===== src/rtl/result_serializer.sv =====
// result_serializer: takes a parallel word on start and sends it LSB first,
// one bit per accepted beat, then pulses done for a single cycle.
//
// Handshake: a bit moves downstream on a rising edge where serial_valid=1 and
// sink_ready=1. While serial_valid=1 and sink_ready=0, serial_out and all
// internal state hold, so the presented bit is stable for any stall length.
// serial_valid never depends on sink_ready in the same cycle.
module result_serializer #(
  parameter int WIDTH = 16
) (
  input  logic             clk,
  input  logic             reset,
  input  logic             start,
  input  logic [WIDTH-1:0] data_in,
  input  logic             sink_ready,
  output logic             ready,
  output logic             serial_out,
  output logic             serial_valid,
  output logic             done,
  output logic [2:0]       state_dbg
);

  localparam int CNT_W = $clog2(WIDTH);
  localparam logic [CNT_W-1:0] LAST_BIT = CNT_W'(WIDTH - 1);

  // One-hot encoding: bit 0 IDLE, bit 1 SHIFT, bit 2 DONE.
  typedef enum logic [2:0] {
    IDLE  = 3'b001,
    SHIFT = 3'b010,
    DONE  = 3'b100
  } state_e;

  // State is kept as a raw vector so that non-one-hot values are visible
  // and fall through to the recovery branch below.
  logic [2:0]       state_q;
  logic [2:0]       state_d;
  logic [WIDTH-1:0] shift_reg;
  logic [CNT_W-1:0] bit_cnt;
  logic             last_bit;

  assign last_bit  = (bit_cnt == LAST_BIT);
  assign state_dbg = state_q;

  // State register; reset parks the machine in IDLE.
  always_ff @(posedge clk or posedge reset) begin
    if (reset) begin
      state_q <= IDLE;
    end else begin
      state_q <= state_d;
    end
  end

  // Next-state and output decode; outputs depend only on registered values.
  always_comb begin
    state_d      = IDLE;
    ready        = 1'b0;
    serial_valid = 1'b0;
    serial_out   = 1'b0;
    done         = 1'b0;
    case (state_q)
      IDLE: begin
        ready   = 1'b1;
        state_d = start ? SHIFT : IDLE;
      end
      SHIFT: begin
        serial_valid = 1'b1;
        serial_out   = shift_reg[0];
        state_d      = (sink_ready && last_bit) ? DONE : SHIFT;
      end
      DONE: begin
        done    = 1'b1;
        state_d = IDLE;
      end
      default: begin
        // Zero or multiple state bits set: everything quiet, back to IDLE.
        state_d = IDLE;
      end
    endcase
  end

  // Datapath: capture on the accepting edge, shift on each accepted bit
  // except the last one (the count exits SHIFT before it could wrap).
  always_ff @(posedge clk or posedge reset) begin
    if (reset) begin
      shift_reg <= '0;
      bit_cnt   <= '0;
    end else if ((state_q == IDLE) && start) begin
      shift_reg <= data_in;
      bit_cnt   <= '0;
    end else if ((state_q == SHIFT) && sink_ready && !last_bit) begin
      shift_reg <= shift_reg >> 1;
      bit_cnt   <= bit_cnt + CNT_W'(1);
    end
  end

endmodule


===== config.mk =====
export PLATFORM = sky130hd
export DESIGN_NAME = result_serializer
export DESIGN_NICKNAME = d
export VERILOG_FILES = /design/src/rtl/result_serializer.sv
export SDC_FILE = /design/constraint.sdc
export NUM_CORES = 1
export LEC_CHECK = 0
export CAP_MARGIN = 20
export CORE_MARGIN = 5
export CORE_UTILIZATION = 52
export DETAILED_ROUTE_END_ITERATION = 7
export PLACE_DENSITY = 0.79
export SYNTH_ARGS = -nofsm -noshare
export SYNTH_HDL_FRONTEND = slang
export SYNTH_SLANG_ARGS = --single-unit

===== constraint.sdc =====
create_clock -name clk -period 3.4 [get_ports clk]
set_clock_uncertainty 0.2 [all_clocks]
set_input_delay 0.85 -clock clk [delete_from_list [all_inputs] [get_ports clk]]
set_output_delay 0.85 -clock clk [all_outputs]
set_load 0.1 [all_outputs]

# Word level (Yosys, flattened, before mapping)
# Cells that the tools add are included.
# totals
register_bits	23
in_bits	20
out_inout_bits	7
# op_classes
n_addsub	1
n_eq_ne	4
muxes	11
n_reduce_logical	6
# ops
cell	count
$mux 16	2
$mux 4	2
$pmux 3 s2	1
$add 4x1->4 const B	1
$eq 4x4->1 const B	1
$logic_and 1x1->1	4
$mux 1	4
$eq 3x1->1 const B	1
$eq 3x2->1 const B	1
$eq 3x3->1 const B	1
$mux 3	1
$mux 2	1
$reduce_bool 2->1	1
$logic_not 1->1	1

# Depth between registers and ports, before layout
# Gate-level depths: netlist (run 1).
# logic_depth
word_depth	5
mapped_depth	6
mapped_depth_nobuf	4

# Worst setup path after synthesis (run 1)
# OpenSTA, ideal clock, no wires.
# synth_path
path_type	flip-flop to output port
start	register state_q[1], in the netlist state_dbg[1]
end	output port serial_out
arrival_time_ns	4.387
required_ns	2.350
path_slack_ns	-2.037
path_stages_with_launch	3
n_path_buf	0
path_cell_list	dfrtp_1 > nor3b_1 > and2_1
# synth_via
elab_chain_cells	2
# synth_rtl
item	line	text
start: declaration	35	logic [2:0] state_q;
start signal: assignment	49	state_q <= state_d;
$eq 3x2->1	60	case (state_q)
$mux 1	60	
end: declaration	17	output logic serial_out,
# No other way between the ends.

# Final worst setup path (run 1)
# Same ends and word-level chain as after synthesis.

==> run_results.csv, run 1 <==
group,metric,value,unit
routing,wl_per_cell,13.9,um
logic_synthesis,yosysUniqueCellTypes,26,
routing,drt-initial-drc-count,9,
global_route,grt_pass1_wl,4480,um
die,dieArea,0.00335,mm2
routing,drc,0,
die,die_y,57.9,um
power,power_density,794,mW/mm2
global_route,grtUsageTotal,16.8,%
power,switchingPower,0.000551,W
final_layout,drive_above_1_share,19.2,%
placed_design,place_area,0.00147,mm2
sta,relSlewSlack,42.4,%
final_layout,utilization,68.5,%
placed_design,dp_hpwl,1730,um
power,clkPwrFrac,10.7,%
placed_design,portBuffers,26,
sta,setup_ws,0.817,ns
final_layout,multi_input_area,578,um2
logic_synthesis,mappedNetlistArea,0.00119,mm2
die,dieWidth,57.9,um
logic_synthesis,synth_warnings,0,
clock_network,clock_path_buffers,2,
clock_network,ctsHtreeMaxLevel,1,
power,p_seq_share,39.8,%
die,num_io_pins,27,
clock_network,cts-root-buf,"clkbuf_4",
worst_setup_path,arrival,1.53,ns
clock_network,cts.hold.buffers_added,0,
final_layout,fin_area,0.00150,mm2
clock_network,cts_resized,0,
logic_synthesis,synth_seq_cells,23,
worst_setup_path,cp.required,2.35,ns
logic_synthesis,synth_ff_type,"dfrtp_1",
sta,fin_crit,2.58,ns
global_route,grt_overflow,0,
routing,drt-total-wl,2490,um
routing,viasPerCell,5.75,
sta,fmax,387,MHz
logic_synthesis,synthCells,126,
logic_synthesis,synth_async_sr_flop_share,100,%
power,vdd_ir_drop_max,629,uV
power,p_sw_share,46.2,%
sta,hold_viol,0,
final_layout,seq_area,577,um2
clock_network,cts.sinks,23,
worst_setup_path,cp-end-kind,"primary output",
final_layout,final_nets,173,
power,comb_power_share,49.5,%
power,p_int,0.000641,W
sta,setup_viol,0,
routing,final_antenna_net_count,0,
logic_synthesis,seq_area_frac_synth,48.4,%
global_route,grt_pass1_vias,1034,
clock_network,path_clk_slew,0.13,ns
die,placementRows,17,
sta,worst_pin_slew,0.863,ns
global_route,grt_start_max_net_pins,24,
logic_synthesis,syn_nets,147,
placed_design,place.gp.congestion,0.764,
final_layout,largest_reg_flops,16,
worst_setup_path,critPathLaunchType,"flip-flop",
placed_design,place_ws,0.822,ns
sta,tns,0,ns
final_layout,fillers,180,
logic_synthesis,synth_edf_count,0,
global_route,antenna_found_initial,0,
clock_network,cts_setup_buffers,0,
sta,report.final.slew_viol_count,0,
worst_setup_path,critPathKind,"flip-flop to primary output",
flow_run,max_cap_viol_count,0,
clock_network,clk_latency,0.31,ns
sta,rsz0062_at_grt,"no",
worst_setup_path,crit_fanout,8,
final_layout,n_antenna_cell,0,
sta,period_share,76.0,%
routing,num_vias,1029,
power,p_leak,0.651,nW
logic_synthesis,syn_avg_cell_area,9.45,um2
run_status,outcome,"finished clean",
routing,drtPass1Iterations,4,
power,finalPower,0.00119,W
final_layout,areaGrowthSynthToFinish,26.1,%
die,initial_utilization,54.4,%
clock_network,cts_buffers,3,
die,coreArea,0.00219,mm2
clock_network,cts_tree,"built",
hold_path,min_path_type,"flip-flop to flip-flop",
[placed cells by master, fill, tap and decap left out, drive strengths merged, types with 2 or more instances in the layout]
cell type      count
nand2             35
dfrtp             22
clkdlybuf4s50     19
nand3             18
o211ai            17
buf               11
inv                3
clkbuf             3
o21ai              3
nor3b              3
and2               2
a21oi              2
nor2               2
[worst paths after layout]
kind | start | to | slack, ns | cells after the start
min in group asynchronous | reset | shift_reg[1]$_DFFE_PP0P_ | 0.80 | 2
hold / removal | shift_reg[4]$_DFFE_PP0P_ | shift_reg[3]$_DFFE_PP0P_ | 0.33 | 2
max in group asynchronous | reset | shift_reg[8]$_DFFE_PP0P_ | 1.66 | 2
setup / recovery | state_dbg[1]$_DFF_PP0_ | serial_out | 0.82 | 3
setup reg to reg | bit_cnt[0]$_DFFE_PP0P_ | shift_reg[4]$_DFFE_PP0P_ | 1.41 | 5
hold reg to reg | shift_reg[4]$_DFFE_PP0P_ | shift_reg[3]$_DFFE_PP0P_ | 0.33 | 2
[power groups by stage]
stage	sequential [W]	combinational (W)	clock [W]
after CTS	0.000475	0.000599	0.000132
after detailed placement	0.000480	0.000599	0
final	0.000474	0.000590	0.000127
after global placement	0.000473	0.000585	0
after floorplan	0.000548	0.000393	0
after global routing	0.000494	0.000644	0.000142
[per-layer routing]
layer | GRT usage, % | up-vias | share of wire [%]
met3 | 2.45 | 0 | 5.3
met1 | 21.3 | 508 | 44
met5 | 0 | - | 0
li1 | - | 493 | -
met2 | 28.9 | 28 | 51
met4 | 5.96 | 0 | 0
[stage by stage]
step           cells  hold slack (ns)
6_report         179            0.332
5_1_grt          179            0.360
4_1_cts          179            0.338
3_5_place_dp     175            0.307
3_3_place_gp     175            0.297
2_1_floorplan    126            0.284
[cell families (layout without fill, tap and decap cells)]
| family | Yosys count | count (layout) | synth area share [%] |
|---|---|---|---|
| and+or+nand+nor | 66 | 66 | 27.4 |
| AOI/OAI and AO/OA | 23 | 23 | 16.9 |
| DFF | 23 | 23 | 48.4 |
| buffers and inverters | 12 | 37 | 5.36 |
| adders and majority gates | 1 | 1 | 1.05 |
| muxes | 1 | 1 | 0.840 |
[layout make-up]
| type | instances | share of cell area [%] |
|---|---|---|
| Tap cell | 28 | 2.33 |
| Inverter | 3 | 0.750 |
| Clock inverter | 1 | 0.333 |
| Multi-Input combinational cell | 91 | 38.5 |
| Clock buffer | 3 | 1.50 |
| Timing Repair Buffer | 30 | 18.2 |
| Sequential cell | 23 | 38.4 |
[synthesized netlist by cell type, types with 2 or more instances]
cell type	number	share of area, %
a21oi_1	2	0.84
and2_1	2	1.1
buf_2	3	1.3
buf_6	2	1.9
clkbuf_1	4	1.3
dfrtp_1	22	46
inv_1	3	0.95
nand2_1	35	11
nand3_1	17	7.1
nor2_1	2	0.63
nor3b_1	3	1.9
o211ai_1	9	5.7
o211ai_2	8	8.4
o21ai_1	2	0.84
[critical path, stage by stage (launching register included)]
cell and delay (ns):
dfrtp_1 0.51, nor3b_4 0.28, and2_1 0.15, buf_4 0.28
(Power assumes the default switching activity.)
==> inputs of run 2 (changes only) <==
CORE_UTILIZATION = 44   (was 52)
PLACE_DENSITY = 0.71   (was 0.79)
clock period = 2.3 ns   (was 3.4 ns; I/O delays follow)
==> run 2 against run 1 <==
Compared with the run above: sequential share of layout area fell by 3.6 points; design area rose by 12%; die area rose by 15%; cell count rose by 5.6%; worst setup slack got worse by 0.75 ns; sequential power rose by 55%; clock power rose by 52%; routed wire length rose by 8.9%; utilization fell by 1.6 points; first-iteration DRC count rose to 3.0 times the previous value; flip-flop and latch count did not move; hold slack got worse by 0.034 ns; largest cell class unchanged.
==> run_results.csv, run 2 (same netlist as run 1, synthesis figures left out) <==
group,metric,value,unit
run_status,outcome,"finished clean",
clock_network,clk_latency,0.32,ns
worst_setup_path,arrival,1.46,ns
die,num_io_pins,27,
placed_design,dp_hpwl,1910,um
clock_network,ctsHtreeMaxLevel,1,
routing,drt-initial-drc-count,27,
worst_setup_path,cp_cell_sequence,"nor3b_4 -> buf_12",
routing,final_antenna_net_count,0,
die,die_y,62.0,um
die,initial_utilization,47.2,%
routing,drtPass1Iterations,5,
sta,tns,0,ns
worst_setup_path,rrSetupSlack,0.53,ns
sta,report.final.slew_viol_count,0,
clock_network,path_clk_slew,0.13,ns
die,dieArea,0.00385,mm2
die,coreArea,0.00252,mm2
worst_setup_path,crit_buf_inv,1,
worst_setup_path,max_stage_delay,0.71,ns
sta,rsz0062_at_grt,"no",
worst_setup_path,critPathLaunchType,"flip-flop",
clock_network,cts_resized,0,
sta,relSlewSlack,76.6,%
sta,period_share,97.3,%
die,placementRows,18,
global_route,grt_pass1_vias,1017,
sta,worst_pin_slew,0.351,ns
die,dieWidth,62.0,um
global_route,antenna_found_initial,0,
clock_network,cts_buffers,3,
placed_design,portBuffers,26,
worst_setup_path,cp-end-kind,"primary output",
hold_path,min_path_type,"input port to async pin",
routing,wl_per_cell,14.3,um
clock_network,clock_path_buffers,2,
sta,hold_viol,0,
final_layout,areaGrowthSynthToFinish,41.8,%
final_layout,layout_commonest_cell,"nand2_1",
routing,drc,0,
sta,fin_crit,2.24,ns
global_route,grt_start_max_net_pins,21,
routing,num_vias,1045,
final_layout,final_nets,181,
worst_setup_path,cp.required,1.52,ns
clock_network,cts.sinks,23,
placed_design,place.gp.congestion,0.754,
routing,viasPerCell,5.53,
worst_setup_path,critPathKind,"flip-flop to primary output",
power,p_leak,0.721,nW
final_layout,final_cell_mix,"35 x nand2_1, 20 x dfrtp_1, 19 x clkdlybuf4s50_1",
worst_setup_path,crit_fanout,8,
clock_network,cts_tree,"built",
sta,setup_viol,0,
sta,fmax,447,MHz
final_layout,largest_reg_flops,16,
global_route,grtUsageTotal,16.0,%
power,finalPower,0.00195,W
worst_setup_path,slowest_stage,"dfstp_4",
routing,drt-total-wl,2710,um
final_layout,n_antenna_cell,0,
final_layout,drive_above_1_share,24.5,%
flow_run,max_cap_viol_count,0,
power,vdd_ir_drop_max,1280,uV
worst_setup_path,crit_family,"flip-flops",
global_route,grt_overflow,0,
power,power_density,1150,mW/mm2
clock_network,cts-root-buf,"clkbuf_4",
global_route,grt_pass1_wl,4520,um
-- run 2: changes by cell type in the layout (fill, tap and decap cells not counted), moves of 2 or more --
cell | previous run | this run
buf_12 | 0 | 8
dfrtp_4 | 0 | 2
dfrtp_1 | 22 | 20
nor3b_4 | 1 | 3
nor3b_2 | 2 | 0
-- run 2: layer usage --
layer | track usage, % | share of wire, % | vias to the layer above
li1 | - | - | 510
met1 | 20.5 | 45 | 501
met2 | 26.5 | 48 | 29
met3 | 3.10 | 5.8 | 5
met4 | 6.36 | 1.7 | 0
met5 | 0 | 0 | -
-- run 2: final timing paths --
kind | cells past startpoint | startpoint | endpoint
worst min-delay path | 2 | reset | state_dbg[2]$_DFF_PP0_
min in group clk | 2 | shift_reg[11]$_DFFE_PP0P_ | shift_reg[10]$_DFFE_PP0P_
worst max register to register | 4 | state_dbg[0]$_DFF_PP1_ | shift_reg[14]$_DFFE_PP0P_
max in group asynchronous | 3 | reset | shift_reg[11]$_DFFE_PP0P_
worst min register to register | 2 | shift_reg[11]$_DFFE_PP0P_ | shift_reg[10]$_DFFE_PP0P_
worst max-delay path | 2 | state_dbg[0]$_DFF_PP1_ | ready
-- run 2: stage by stage --
step	area [um2]	worst slack (ns)	util (%)	instances	hold slack, ns
6_report	1690	0.0630	67.0	189	0.298
5_1_grt	1690	0.0139	67.0	189	0.326
4_1_cts	1670	0.0438	66.1	186	0.308
3_5_place_dp	1640	0.114	65.0	182	0.302
3_3_place_gp	1640	0.160	65.0	182	0.291
2_1_floorplan	1240	-0.566	-	126	0.284
-- run 2: worst register-to-register path, stage by stage (launching register included) --
cell	delay, ns
dfstp_4	0.71
and4bb_1	0.24
and2_1	0.18
buf_4	0.17
o211ai_1	0.19
-- run 2: report_power, final --
part / internal, W / leakage (nW) / switching (W)
registers: 0.000589 / 0.287 / 0.000144
logic: 0.000437 / 0.419 / 0.000583
clock network: 0.0000679 / 0.0150 / 0.000125
-- run 2: timing repair --
item / CTS / global route
endpoints found under the setup margin: 0 / 1
hold buffers: 0 / 0
buffers inserted: 0 / 3
-- run 2: area by class of cell --
class	count	area, um2
fill	216	833
tap	30	37.5
clock buffer	4	26.3
multi-input combinational	91	593
sequential	23	588
inverter	3	11.3
timing repair buffer	38	433
